File: src/rtl/ram_bist_pkg.sv
// Shared types, constants and data-pattern helper for the RAM self-test controller.
package ram_bist_pkg;

  localparam int AW_DEF = 3;
  localparam int DW_DEF = 16;

  localparam logic PHASE_TRUE = 1'b0;
  localparam logic PHASE_INV  = 1'b1;

  typedef enum logic [2:0] {
    ST_IDLE,
    ST_WR,
    ST_RD_ISSUE,
    ST_RD_WAIT,
    ST_DONE
  } state_t;

  // Address is zero-extended by the caller; the inverse pass flips every bit.
  function automatic logic [DW_DEF-1:0] pat(input logic [DW_DEF-1:0] seed,
                                            input logic [DW_DEF-1:0] addr,
                                            input logic              phase);
    logic [DW_DEF-1:0] v;
    v = seed ^ addr;
    return phase ? ~v : v;
  endfunction

endpackage

File: src/rtl/ram_bist_lat_cnt.sv
// Loadable read-latency down-counter; o_expire marks the cycle the read data is valid.
module ram_bist_lat_cnt #(
  parameter int LAT = 1
) (
  input  logic i_clk,
  input  logic i_rst_n,
  input  logic i_load,
  output logic o_expire
);

  localparam int CW = $clog2(LAT + 1);

  logic [CW-1:0] r_cnt;

  always_ff @(posedge i_clk or negedge i_rst_n) begin
    if (!i_rst_n) begin
      r_cnt <= '0;
    end else if (i_load) begin
      r_cnt <= CW'(LAT);
    end else if (r_cnt != '0) begin
      r_cnt <= r_cnt - 1'b1;
    end
  end

  assign o_expire = (r_cnt == CW'(1));

endmodule

File: src/rtl/ram_bist_ctrl.sv
// Two-pass RAM self-test: write pattern, read-compare, write inverse, read-compare.
// state       | meaning
// ST_IDLE     | waiting for start; results of last run held
// ST_WR       | one write per address, current phase pattern
// ST_RD_ISSUE | single-cycle read request for current address
// ST_RD_WAIT  | waiting RD_LAT cycles, compare on expire
// ST_DONE     | one-cycle done pulse, pass valid
module ram_bist_ctrl
  import ram_bist_pkg::*;
#(
  parameter int              AW     = AW_DEF,
  parameter int              DW     = DW_DEF,
  parameter int              RD_LAT = 1,
  parameter logic [DW-1:0]   SEED   = 16'hA5C3
) (
  input  logic          clk,
  input  logic          rst,
  input  logic          start,
  output logic          we,
  output logic [AW-1:0] waddr,
  output logic [DW-1:0] din,
  output logic          re,
  output logic [AW-1:0] raddr,
  input  logic [DW-1:0] dout,
  output logic          busy,
  output logic          done,
  output logic          pass,
  output logic [AW+1:0] err_cnt,
  output logic [AW-1:0] fail_addr,
  output logic          fail_phase
);

  localparam logic [AW-1:0] LAST_ADDR = {AW{1'b1}};

  state_t        r_state;
  logic [AW-1:0] r_addr;
  logic          r_phase;

  logic          w_cnt_load;
  logic          w_expire;
  logic [AW-1:0] w_addr_inc;
  logic          w_miss;
  logic [AW+1:0] w_err_nxt;

  function automatic logic [DW-1:0] pat_at(input logic [AW-1:0] a, input logic p);
    return pat(SEED, {{(DW-AW){1'b0}}, a}, p);
  endfunction

  assign w_cnt_load = (r_state == ST_RD_ISSUE);
  assign w_addr_inc = r_addr + 1'b1;
  assign w_miss     = (dout != pat_at(r_addr, r_phase));
  assign w_err_nxt  = err_cnt + {{(AW+1){1'b0}}, w_miss};

  ram_bist_lat_cnt #(
    .LAT (RD_LAT)
  ) u_lat_cnt (
    .i_clk    (clk),
    .i_rst_n  (rst),
    .i_load   (w_cnt_load),
    .o_expire (w_expire)
  );

  // Outputs are loaded on the edge that enters each state so they line up with it.
  always_ff @(posedge clk or negedge rst) begin
    if (!rst) begin
      r_state    <= ST_IDLE;
      r_addr     <= '0;
      r_phase    <= PHASE_TRUE;
      we         <= 1'b0;
      waddr      <= '0;
      din        <= '0;
      re         <= 1'b0;
      raddr      <= '0;
      busy       <= 1'b0;
      done       <= 1'b0;
      pass       <= 1'b0;
      err_cnt    <= '0;
      fail_addr  <= '0;
      fail_phase <= 1'b0;
    end else begin
      case (r_state)
        ST_IDLE: begin
          if (start) begin
            r_state    <= ST_WR;
            r_addr     <= '0;
            r_phase    <= PHASE_TRUE;
            we         <= 1'b1;
            waddr      <= '0;
            din        <= pat_at('0, PHASE_TRUE);
            busy       <= 1'b1;
            pass       <= 1'b0;
            err_cnt    <= '0;
            fail_addr  <= '0;
            fail_phase <= PHASE_TRUE;
          end
        end
        ST_WR: begin
          if (r_addr == LAST_ADDR) begin
            r_state <= ST_RD_ISSUE;
            r_addr  <= '0;
            we      <= 1'b0;
            re      <= 1'b1;
            raddr   <= '0;
          end else begin
            r_addr <= w_addr_inc;
            waddr  <= w_addr_inc;
            din    <= pat_at(w_addr_inc, r_phase);
          end
        end
        ST_RD_ISSUE: begin
          re      <= 1'b0;
          r_state <= ST_RD_WAIT;
        end
        ST_RD_WAIT: begin
          if (w_expire) begin
            if (w_miss) begin
              err_cnt <= w_err_nxt;
              if (err_cnt == '0) begin
                fail_addr  <= r_addr;
                fail_phase <= r_phase;
              end
            end
            if (r_addr != LAST_ADDR) begin
              r_addr  <= w_addr_inc;
              re      <= 1'b1;
              raddr   <= w_addr_inc;
              r_state <= ST_RD_ISSUE;
            end else if (r_phase == PHASE_TRUE) begin
              r_phase <= PHASE_INV;
              r_addr  <= '0;
              we      <= 1'b1;
              waddr   <= '0;
              din     <= pat_at('0, PHASE_INV);
              r_state <= ST_WR;
            end else begin
              done    <= 1'b1;
              busy    <= 1'b0;
              pass    <= (w_err_nxt == '0);
              r_state <= ST_DONE;
            end
          end
        end
        ST_DONE: begin
          done    <= 1'b0;
          r_state <= ST_IDLE;
        end
        default: r_state <= ST_IDLE;
      endcase
    end
  end

endmodule

File: config.mk
export PLATFORM = sky130hd
export DESIGN_NAME = ram_bist_ctrl
export DESIGN_NICKNAME = d
export VERILOG_FILES = /design/src/rtl/ram_bist_pkg.sv /design/src/rtl/ram_bist_lat_cnt.sv /design/src/rtl/ram_bist_ctrl.sv
export SDC_FILE = /design/constraint.sdc
export NUM_CORES = 1
export LEC_CHECK = 0
export CELL_PAD_IN_SITES_DETAIL_PLACEMENT = 0
export CELL_PAD_IN_SITES_GLOBAL_PLACEMENT = 1
export CORE_MARGIN = 4
export CORE_UTILIZATION = 36
export DETAILED_ROUTE_END_ITERATION = 12
export MAX_ROUTING_LAYER = met4
export PLACE_DENSITY = 0.85
export SLEW_MARGIN = 10
export SYNTH_ARGS = -nofsm -noshare
export SYNTH_HDL_FRONTEND = slang
export SYNTH_SLANG_ARGS = --single-unit
File: constraint.sdc
create_clock -name clk -period 4.45 [get_ports clk]
set_input_delay 0.6675 -clock clk [delete_from_list [all_inputs] [get_ports clk]]
set_output_delay 0.6675 -clock clk [all_outputs]
set_load 0.01 [all_outputs]
Word-level counts from Yosys, hierarchy flattened

Cells that the tools add are included.

Output and inout port bits: 36
Bits in registers: 44
Input port bits: 19
Word-level logic and storage cells: 127

Reduce and logical (&&, ||, !) cells: 19
$add $sub $neg: 3
Muxes and demuxes: 68
Bitwise operators: 4
Equal/unequal tests: 18

Operators by type and width:

| kind                                           | count |
|---|---|
| two-way mux 16 bit                             | 7 |
| two-way mux 3 bit                              | 19 |
| case mux 16 bit (3 select lines)               | 1 |
| inverter 16 bit                                | 2 |
| two-way mux 1 bit                              | 25 |
| AND reduction 4 bit                            | 6 |
| inequality test 2 bit (second input constant)  | 9 |
| case mux 3 bit (3 select lines)                | 2 |
| inequality test 16 bit                         | 1 |
| inverter 2 -> 8 bit                            | 2 |
| two-way mux 5 bit                              | 3 |
| case mux 3 bit (2 select lines)                | 2 |
| case mux 3 bit (4 select lines)                | 1 |
| AND reduction 6 bit                            | 2 |
| logical NOT 5 bit                              | 2 |
| case mux 1 bit (2 select lines)                | 5 |
| case mux 5 bit (2 select lines)                | 1 |
| AND reduction 5 bit                            | 2 |
| == test 3 x 2 -> 1 bit (second input constant) | 2 |
| == test 3 bit (second input constant)          | 2 |
| inequality test 3 bit (second input constant)  | 2 |
| case mux 1 bit (3 select lines)                | 2 |
| nonzero test 2 bit                             | 3 |
| nonzero test 3 bit                             | 2 |
| other kinds (7)                                | 7 |

Longest topological paths before layout

Gate-level depths: netlist of run 1.

Word-level depth: 10
Mapped depth: 11
Mapped depth without buffers: 10

By module

From an unflattened synthesis of run 1, not the netlist that was laid out.

Cells, all modules: 207
Area total of the unflattened synthesis: 1924.3 sq um

By module, submodules not included:

| module           | sequential area each (sq um) | instances | area each (sq um) | cells each |
|---|---|---|---|---|
| ram_bist_ctrl    | 800.8                        | 1         | 1899.3            | 206 |
| ram_bist_lat_cnt | 25.0                         | 1         | 25.0              | 1 |

Worst setup path before layout of run 1

Ideal clock, no wire load.

Path kind: input -> register
Start point: in dout[3]
End point: reg pass
Setup time: 64 ps
Buffers on the path: 0
Path slack: 1110 ps
Required time: 4386 ps
Arrival: 3276 ps
Stages: 9
Cell sequence: or4_1 o22a_1 a211o_1 or2_2 ha_1 ha_1 or4_1 nor3_1 mux2_2

Cells in the longest elaborated chain, start to end: 7

Ends and longest elaborated chain:

| element                         | line                 | text |
|---|---|---|
| start: declaration              | ram_bist_ctrl.sv:24  | `input logic [DW-1:0] dout,` |
| inequality test 16 bit          | ram_bist_ctrl.sv:51  | `assign w_miss = (dout != pat_at(r_addr, r_phase));` |
| adder 5 x 1 -> 5 bit            | ram_bist_ctrl.sv:52  | `assign w_err_nxt = err_cnt + {{(AW+1){1'b0}}, w_miss};` |
| logical NOT 5 bit               | ram_bist_ctrl.sv:138 | `pass <= (w_err_nxt == '0);` |
| two-way mux 1 bit               | ram_bist_ctrl.sv:128 | `end else if (r_phase == PHASE_TRUE) begin` |
| two-way mux 1 bit               | ram_bist_ctrl.sv:123 | `if (r_addr != LAST_ADDR) begin` |
| two-way mux 1 bit               | ram_bist_ctrl.sv:115 | `if (w_expire) begin` |
| case mux 1 bit (2 select lines) | ram_bist_ctrl.sv:81  | `case (r_state)` |
| end signal: assignment          | ram_bist_ctrl.sv:138 |  |
| end: declaration                | ram_bist_ctrl.sv:27  | `output logic pass,` |

No other way between the ends. The select of a mux whose other input is x is not followed.
A chain may end at the register's enable or synchronous reset.

Worst setup path after layout of run 1

Ends and elaborated chain as after synthesis.

==> impl_metrics.csv, run 1 <==
group,metric,value,unit
timing,layout_min_cycle_time,3.63,ns
clocking,h-tree-depth,2,
setup_path,cp_slowest_cell,"or4_1",
synth,syn_area,0.00198,mm^2
global_routing,grt_usage,15.5,%
final_layout,final_core_util,50.2,%
synth,synth_common_cells,"dfrtp_1 (33), nand2_1 (24), o21ai_0 (16)",
floorplan,coreArea,0.00520,mm^2
synth,ys.flop_type,"dfrtp_1",
synth,synth_area_per_cell,9.30,um^2
setup_path,end_kind,"flip-flop",
timing,setup_violations,0,
power_and_ir_drop,peakVddDrop,0.000276,V
clocking,clkSinkCount,33,
status,status,"completed",
placed_design,gp_congestion,0.898,
clocking,clock_latency,0.28,ns
floorplan,dieArea,0.00676,mm^2
timing,clock.fmax,276,MHz
global_routing,overflow,0,
floorplan,rows,26,
synth,async_flop_share,100,%
timing,clock_skew,0.00386,ns
setup_path,cp_slowest_stage_delay,0.53,ns
setup_path,crit_arrival,3.85,ns
floorplan,die_h,82.2,um
routing,drc,0,
timing,finalMaxSlewViolations,0,
synth,yosys.area.top_type_share,41.7,%
setup_path,r2r_slack,0.98,ns
routing,routedWlPerCell,14.7,um
final_layout,drive_gt1_share,8.17,%
placed_design,dpl_cell_area,0.00251,mm^2
synth,yosysWarnings,0,
global_routing,grt_pass1_wl,7760,um
timing,worst_pin_slew,0.711,ns
timing,hold_viol,0,
clocking,cts-root-buf,"clkbuf_8",
timing,rsz0062_at_grt,"false",
routing,dr_total_vias,1729,
clocking,cts_made_buffers,5,
synth,ys_seq_elements,33,
placed_design,io_buffers,54,
final_layout,nFillCells,509,
clocking,cts_max_path_buffers,2,
routing,drtIter0Drc,103,
global_routing,first_global_vias,1598,
final_layout,design_area,0.00261,mm^2
synth,syn-instance-count,213,
worst_hold_path,hp-class,"flip-flop to flip-flop",
routing,ant_nets,0,
clocking,path_clk_slew,0.07,ns
final_layout,area_growth,31.8,%
setup_path,crit_family,"simple AND/OR/NAND/NOR gates",
placed_design,placedCellCount,319,
synth,syn-num-nets,236,
clocking,cts_resized,0,
timing,maxSlewHeadroom,52.2,%
clocking,post_cts_buffers,0,
synth,ys_seq_area_share,41.7,%
final_layout,fin_cells,327,
setup_path,path_class,"primary input to flip-flop",
synth,synth_most_common_cell,"dfrtp_1",
synth,synth-edff-count,0,
timing,finalCritPeriodShare,81.5,%
setup_path,worstPathRequired,4.67,ns
routing,viasPerCell,5.29,
routing,first_pass_iters,4,
timing,fin_tns_setup,0,ns
setup_path,cp_cell_sequence,"clkdlybuf4s50_1 -> or4_1 -> o22a_1 -> a211o_1 -> or2_2 -> ha_1 -> ha_1 -> or4_1 -> nor3_1 -> mux2_2",
setup_path,crit_buf_inv,1,
final_layout,n_antenna_cell,0,
power_and_ir_drop,power.leakage,1.08,nW
global_routing,grt_max_degree,34,
setup_path,start_kind,"primary input",
routing,drt_wl_total,4800,um
floorplan,die_x,82.2,um
job,maxCapViolCount,0,
power_and_ir_drop,pwr_density_cell,611,mW/mm^2
synth,synth_area_leader_cell,"dfrtp_1",
setup_path,cp_max_fo,4,
synth,synth_cell_type_count,50,
clocking,hold_buffers,0,
floorplan,initial_core_util,38.1,%
placed_design,post-dp-hpwl,3580,um
global_routing,grt_antenna_before_repair,0,
clocking,cts_tree,"yes",
floorplan,ioPinCount,55,
synth,ys_top_cells_by_area,"dfrtp_1 (42%), nand2_1 (4.5%), buf_4 (4.2%), o21ai_0 (4.0%), a21oi_1 (2.5%)",
final_layout,nNetsFinal,279,
==> path summary, 6_finish.rpt <==
check,cells after the start,start,endpoint
worst min-delay path,2,waddr[2],waddr[2]
worst max-delay path,10,dout[3],pass
worst min register to register,2,waddr[2],waddr[2]
max in group asynchronous,2,rst,err_cnt[4]
min in group asynchronous,2,rst,err_cnt[0]
worst max register to register,9,r_phase,pass
==> per-stage QoR <==
| stage | setup slack [ns] | hold WS (ns) | power (mW) |
|---|---|---|---|
| floorplan | 1.11 | 0.372 | 1.03 |
| finish | 0.821 | 0.486 | 1.60 |
| detailed placement | 0.534 | 0.479 | 1.36 |
| global placement | 0.599 | 0.470 | 1.34 |
| CTS | 0.827 | 0.494 | 1.61 |
| global route | 0.670 | 0.528 | 1.73 |
==> cell usage in the layout, fill, tap and decap left out, drive strengths merged, types with 7 or more instances in the layout <==
cell type	Yosys	final
nand2	24	24
clkbuf	8	7
inv	7	7
o21ai	16	16
a32o	7	7
clkdlybuf4s50	0	54
dfrtp	33	33
nor2	11	11
a21oi	11	11
==> final cells by class <==
| cell class | count | area, um^2 | area share, % |
|---|---|---|---|
| well taps | 70 | 87.6 | 3.35 |
| multi-input cells | 152 | 1010 | 38.6 |
| repair buffers | 57 | 563 | 21.6 |
| clock inverters | 1 | 5.00 | 0.192 |
| clock buffers | 7 | 96.3 | 3.69 |
| inverters | 7 | 26.3 | 1.01 |
| flip-flops and latches | 33 | 826 | 31.6 |
==> worst reg2reg max path: cells and delay by family, from the launching register on <==
| kind | cells | cell delay, ns |
|---|---|---|
| adders and majority gates | 2 | 0.49 |
| AOI/OAI and AO/OA | 2 | 0.60 |
| and+or+nand+nor | 4 | 1.58 |
| DFF | 1 | 0.58 |
| muxes | 1 | 0.16 |
==> logic make-up after synthesis <==
family / synth area share, %
AO/OA/AOI/OAI: 22.6
XOR/XNOR: 3.98
adder cells (fa/ha/maj): 2.53
buffers and inverters: 7.45
flip-flops: 41.7
multiplexers: 1.70
AND/OR/NAND/NOR: 20.1
==> registers in the layout, indices dropped and copies added, names as in the netlist, 3 cells and up <==
signal	cells
raddr	3
r_addr	3
waddr	3
fail_addr	3
din	5
r_state	3
err_cnt	5
==> report_power, final <==
| group | switching (mW) | internal [mW] | leakage [nW] |
|---|---|---|---|
| Combinational | 0.408 | 0.415 | 0.607 |
| Clock | 0.109 | 0.140 | 0.0542 |
| Sequential | 0.120 | 0.405 | 0.418 |
| Total | 0.637 | 0.959 | 1.08 |
==> metal layers <==
layer  vias up  wire length [um]  track usage (%)
met5         -                 0                -
met4         0                54             4.98
met3         7               200             3.69
met2        38              2280             24.0
met1       824              2270             20.1
li1        860                 -                -
No activity file was read; power rests on OpenSTA's default activity.
==> inputs of run 2 (changes only) <==
--- a/config.mk
+++ b/config.mk
@@ -8,10 +8,10 @@
 export CELL_PAD_IN_SITES_DETAIL_PLACEMENT = 0
 export CELL_PAD_IN_SITES_GLOBAL_PLACEMENT = 1
 export CORE_MARGIN = 4
-export CORE_UTILIZATION = 36
+export CORE_UTILIZATION = 32
 export DETAILED_ROUTE_END_ITERATION = 12
 export MAX_ROUTING_LAYER = met4
-export PLACE_DENSITY = 0.85
+export PLACE_DENSITY = 0.8
 export SLEW_MARGIN = 10
 export SYNTH_ARGS = -nofsm -noshare
 export SYNTH_HDL_FRONTEND = slang
==> constraint.sdc (replaced) <==
create_clock -name clk -period 3.1 [get_ports clk]
set_input_delay 0.465 -clock clk [delete_from_list [all_inputs] [get_ports clk]]
set_output_delay 0.465 -clock clk [all_outputs]
set_load 0.01 [all_outputs]
==> run 2 against run 1 <==
Critical path depth unchanged. Worst setup slack worse by 0.73 ns. Register-to-register slack worse by 0.80 ns. Global-route usage is 0.59 points lower. Die area increased by 11%. Clock power grew 25%. Count of clock-buffer cells in the layout shrank 1.
==> impl_metrics.csv, run 2 (synthesis results as in run 1) <==
group,metric,value,unit
setup_path,end_kind,"flip-flop",
routing,top_layer,"met4",
setup_path,path_class,"primary input to flip-flop",
timing,worst_pin_slew,0.801,ns
timing,rsz0062_at_grt,"false",
setup_path,reg2reg_to,"pass",
global_routing,grt_max_degree,34,
setup_path,r2r_slack,0.18,ns
global_routing,grt_antenna_before_repair,0,
final_layout,fin_cells,346,
clocking,clkSinkCount,33,
timing,hold_viol,0,
setup_path,r2r_start,"r_phase",
setup_path,start_kind,"primary input",
clocking,cts_max_path_buffers,2,
setup_path,cp_cell_sequence,"clkdlybuf4s50_1 -> or4_1 -> o22a_1 -> a211o_1 -> or2_4 -> ha_4 -> ha_4 -> or4_4 -> nor3_4 -> mux2_4",
setup_path,cp_slowest_stage_delay,0.52,ns
power_and_ir_drop,pwr_density_cell,842,mW/mm^2
routing,first_pass_iters,4,
routing,viasPerCell,5.17,
floorplan,ioPinCount,55,
timing,fin_tns_setup,0,ns
routing,ant_nets,0,
worst_hold_path,hp-class,"flip-flop to flip-flop",
clocking,clock_latency,0.29,ns
final_layout,nNetsFinal,293,
clocking,cts_tree,"yes",
placed_design,placedCellCount,335,
routing,drt_wl_total,5090,um
final_layout,layout_common_cells,"clkdlybuf4s50_1 (52), dfrtp_1 (33), nand2_1 (24)",
setup_path,cp_max_fo,2,
global_routing,first_global_vias,1760,
routing,routedWlPerCell,14.7,um
timing,clock_skew,0.00811,ns
clocking,h-tree-depth,2,
final_layout,layout_commonest_cell,"clkdlybuf4s50_1",
setup_path,startpoint,"dout[3]",
global_routing,grt_pass1_wl,8560,um
routing,drc,0,
timing,finalMaxSlewViolations,0,
power_and_ir_drop,peakVddDrop,0.000361,V
setup_path,critPathMostFrequentCell,"ha_4",
placed_design,post-dp-hpwl,3760,um
setup_path,crit_arrival,3.23,ns
placed_design,gp_congestion,0.821,
final_layout,drive_gt1_share,14.0,%
placed_design,io_buffers,54,
floorplan,dieArea,0.00752,mm^2
clocking,hold_buffers,0,
floorplan,die_h,86.7,um
routing,wl_met3,208,um
global_routing,overflow,0,
timing,maxSlewHeadroom,46.1,%
routing,wl_met2,2520,um
clocking,cts_made_buffers,5,
job,maxCapViolCount,0,
worst_hold_path,hold_depth,2,
setup_path,cp_slowest_cell,"or4_4",
floorplan,die_x,86.7,um
routing,drtIter0Drc,101,
timing,finalCritPeriodShare,97.1,%
setup_path,crit_path_end,"pass",
final_layout,n_antenna_cell,0,
global_routing,grt_usage,14.9,%
clocking,cts-root-buf,"clkbuf_8",
routing,met1Wirelength,2290,um
setup_path,reg2reg_depth,9,
power_and_ir_drop,power,2.31,mW
timing,clock.fmax,332,MHz
clocking,path_clk_slew,0.07,ns
status,status,"completed",
routing,dr_total_vias,1790,
power_and_ir_drop,power.leakage,1.14,nW
setup_path,worstPathRequired,3.32,ns
floorplan,rows,28,
worst_hold_path,holdCritStartpoint,"waddr[2]",
timing,layout_min_cycle_time,3.01,ns
floorplan,initial_core_util,33.3,%
floorplan,coreArea,0.00596,mm^2
timing,setup_violations,0,
final_layout,area_growth,38.7,%
final_layout,top_regs,"din (5), err_cnt (5)",
timing,holdWs,0.491,ns
## run 2: repair_timing
action                     CTS  global route
cloned                       0             0
pin swaps                    6             2
setup endpoints to repair    1             1
buffers inserted             1             2
resized for setup            9             1
## run 2: how the worst min path moves through the flow
stage	end	slack, ns
floorplan	busy	0.17
global placement	din[2]	0.47
detailed placement	waddr[0]	0.48
CTS	waddr[0]	0.50
global route	waddr[0]	0.52
finish	waddr[2]	0.49
## run 2: area by class of cell
type,instances,area [um^2]
clock buffer,6,72.6
clock inverter,2,10.0
timing repair buffer,71,666
fill,610,3210
inverter,7,26.3
multi-input combinational,152,1050
tap,75,93.8
sequential,33,826
## run 2: report_power, final
| group | switching, mW | internal [mW] |
|---|---|---|
| logic | 0.611 | 0.645 |
| clock network | 0.156 | 0.155 |
| registers | 0.167 | 0.581 |
## run 2: through the flow
stage / area, um^2 / util (%) / setup slack, ns
2_1_floorplan: 1980 / - / 0.00421
3_3_place_gp: 2600 / 43.7 / -0.382
3_5_place_dp: 2600 / 43.7 / -0.481
4_1_cts: 2730 / 45.8 / 0.0516
5_1_grt: 2750 / 46.2 / 0.00868
6_report: 2750 / 46.2 / 0.0888
## run 2: critical path, delay by kind of cell
| kind | cells | cell delay, ns |
|---|---|---|
| muxes | 1 | 0.16 |
| buffers and inverters | 1 | 0.41 |
| and+or+nand+nor | 4 | 1.34 |
| adders and majority gates | 2 | 0.38 |
| AOI/OAI and AO/OA | 2 | 0.48 |
## run 2: metal layers
layer  global-route usage (%)  vias up
met1                     19.3      855
met2                     23.6       40
li1                         -      887
met3                     2.85        8
met5                        -        -
met4                     4.96        0
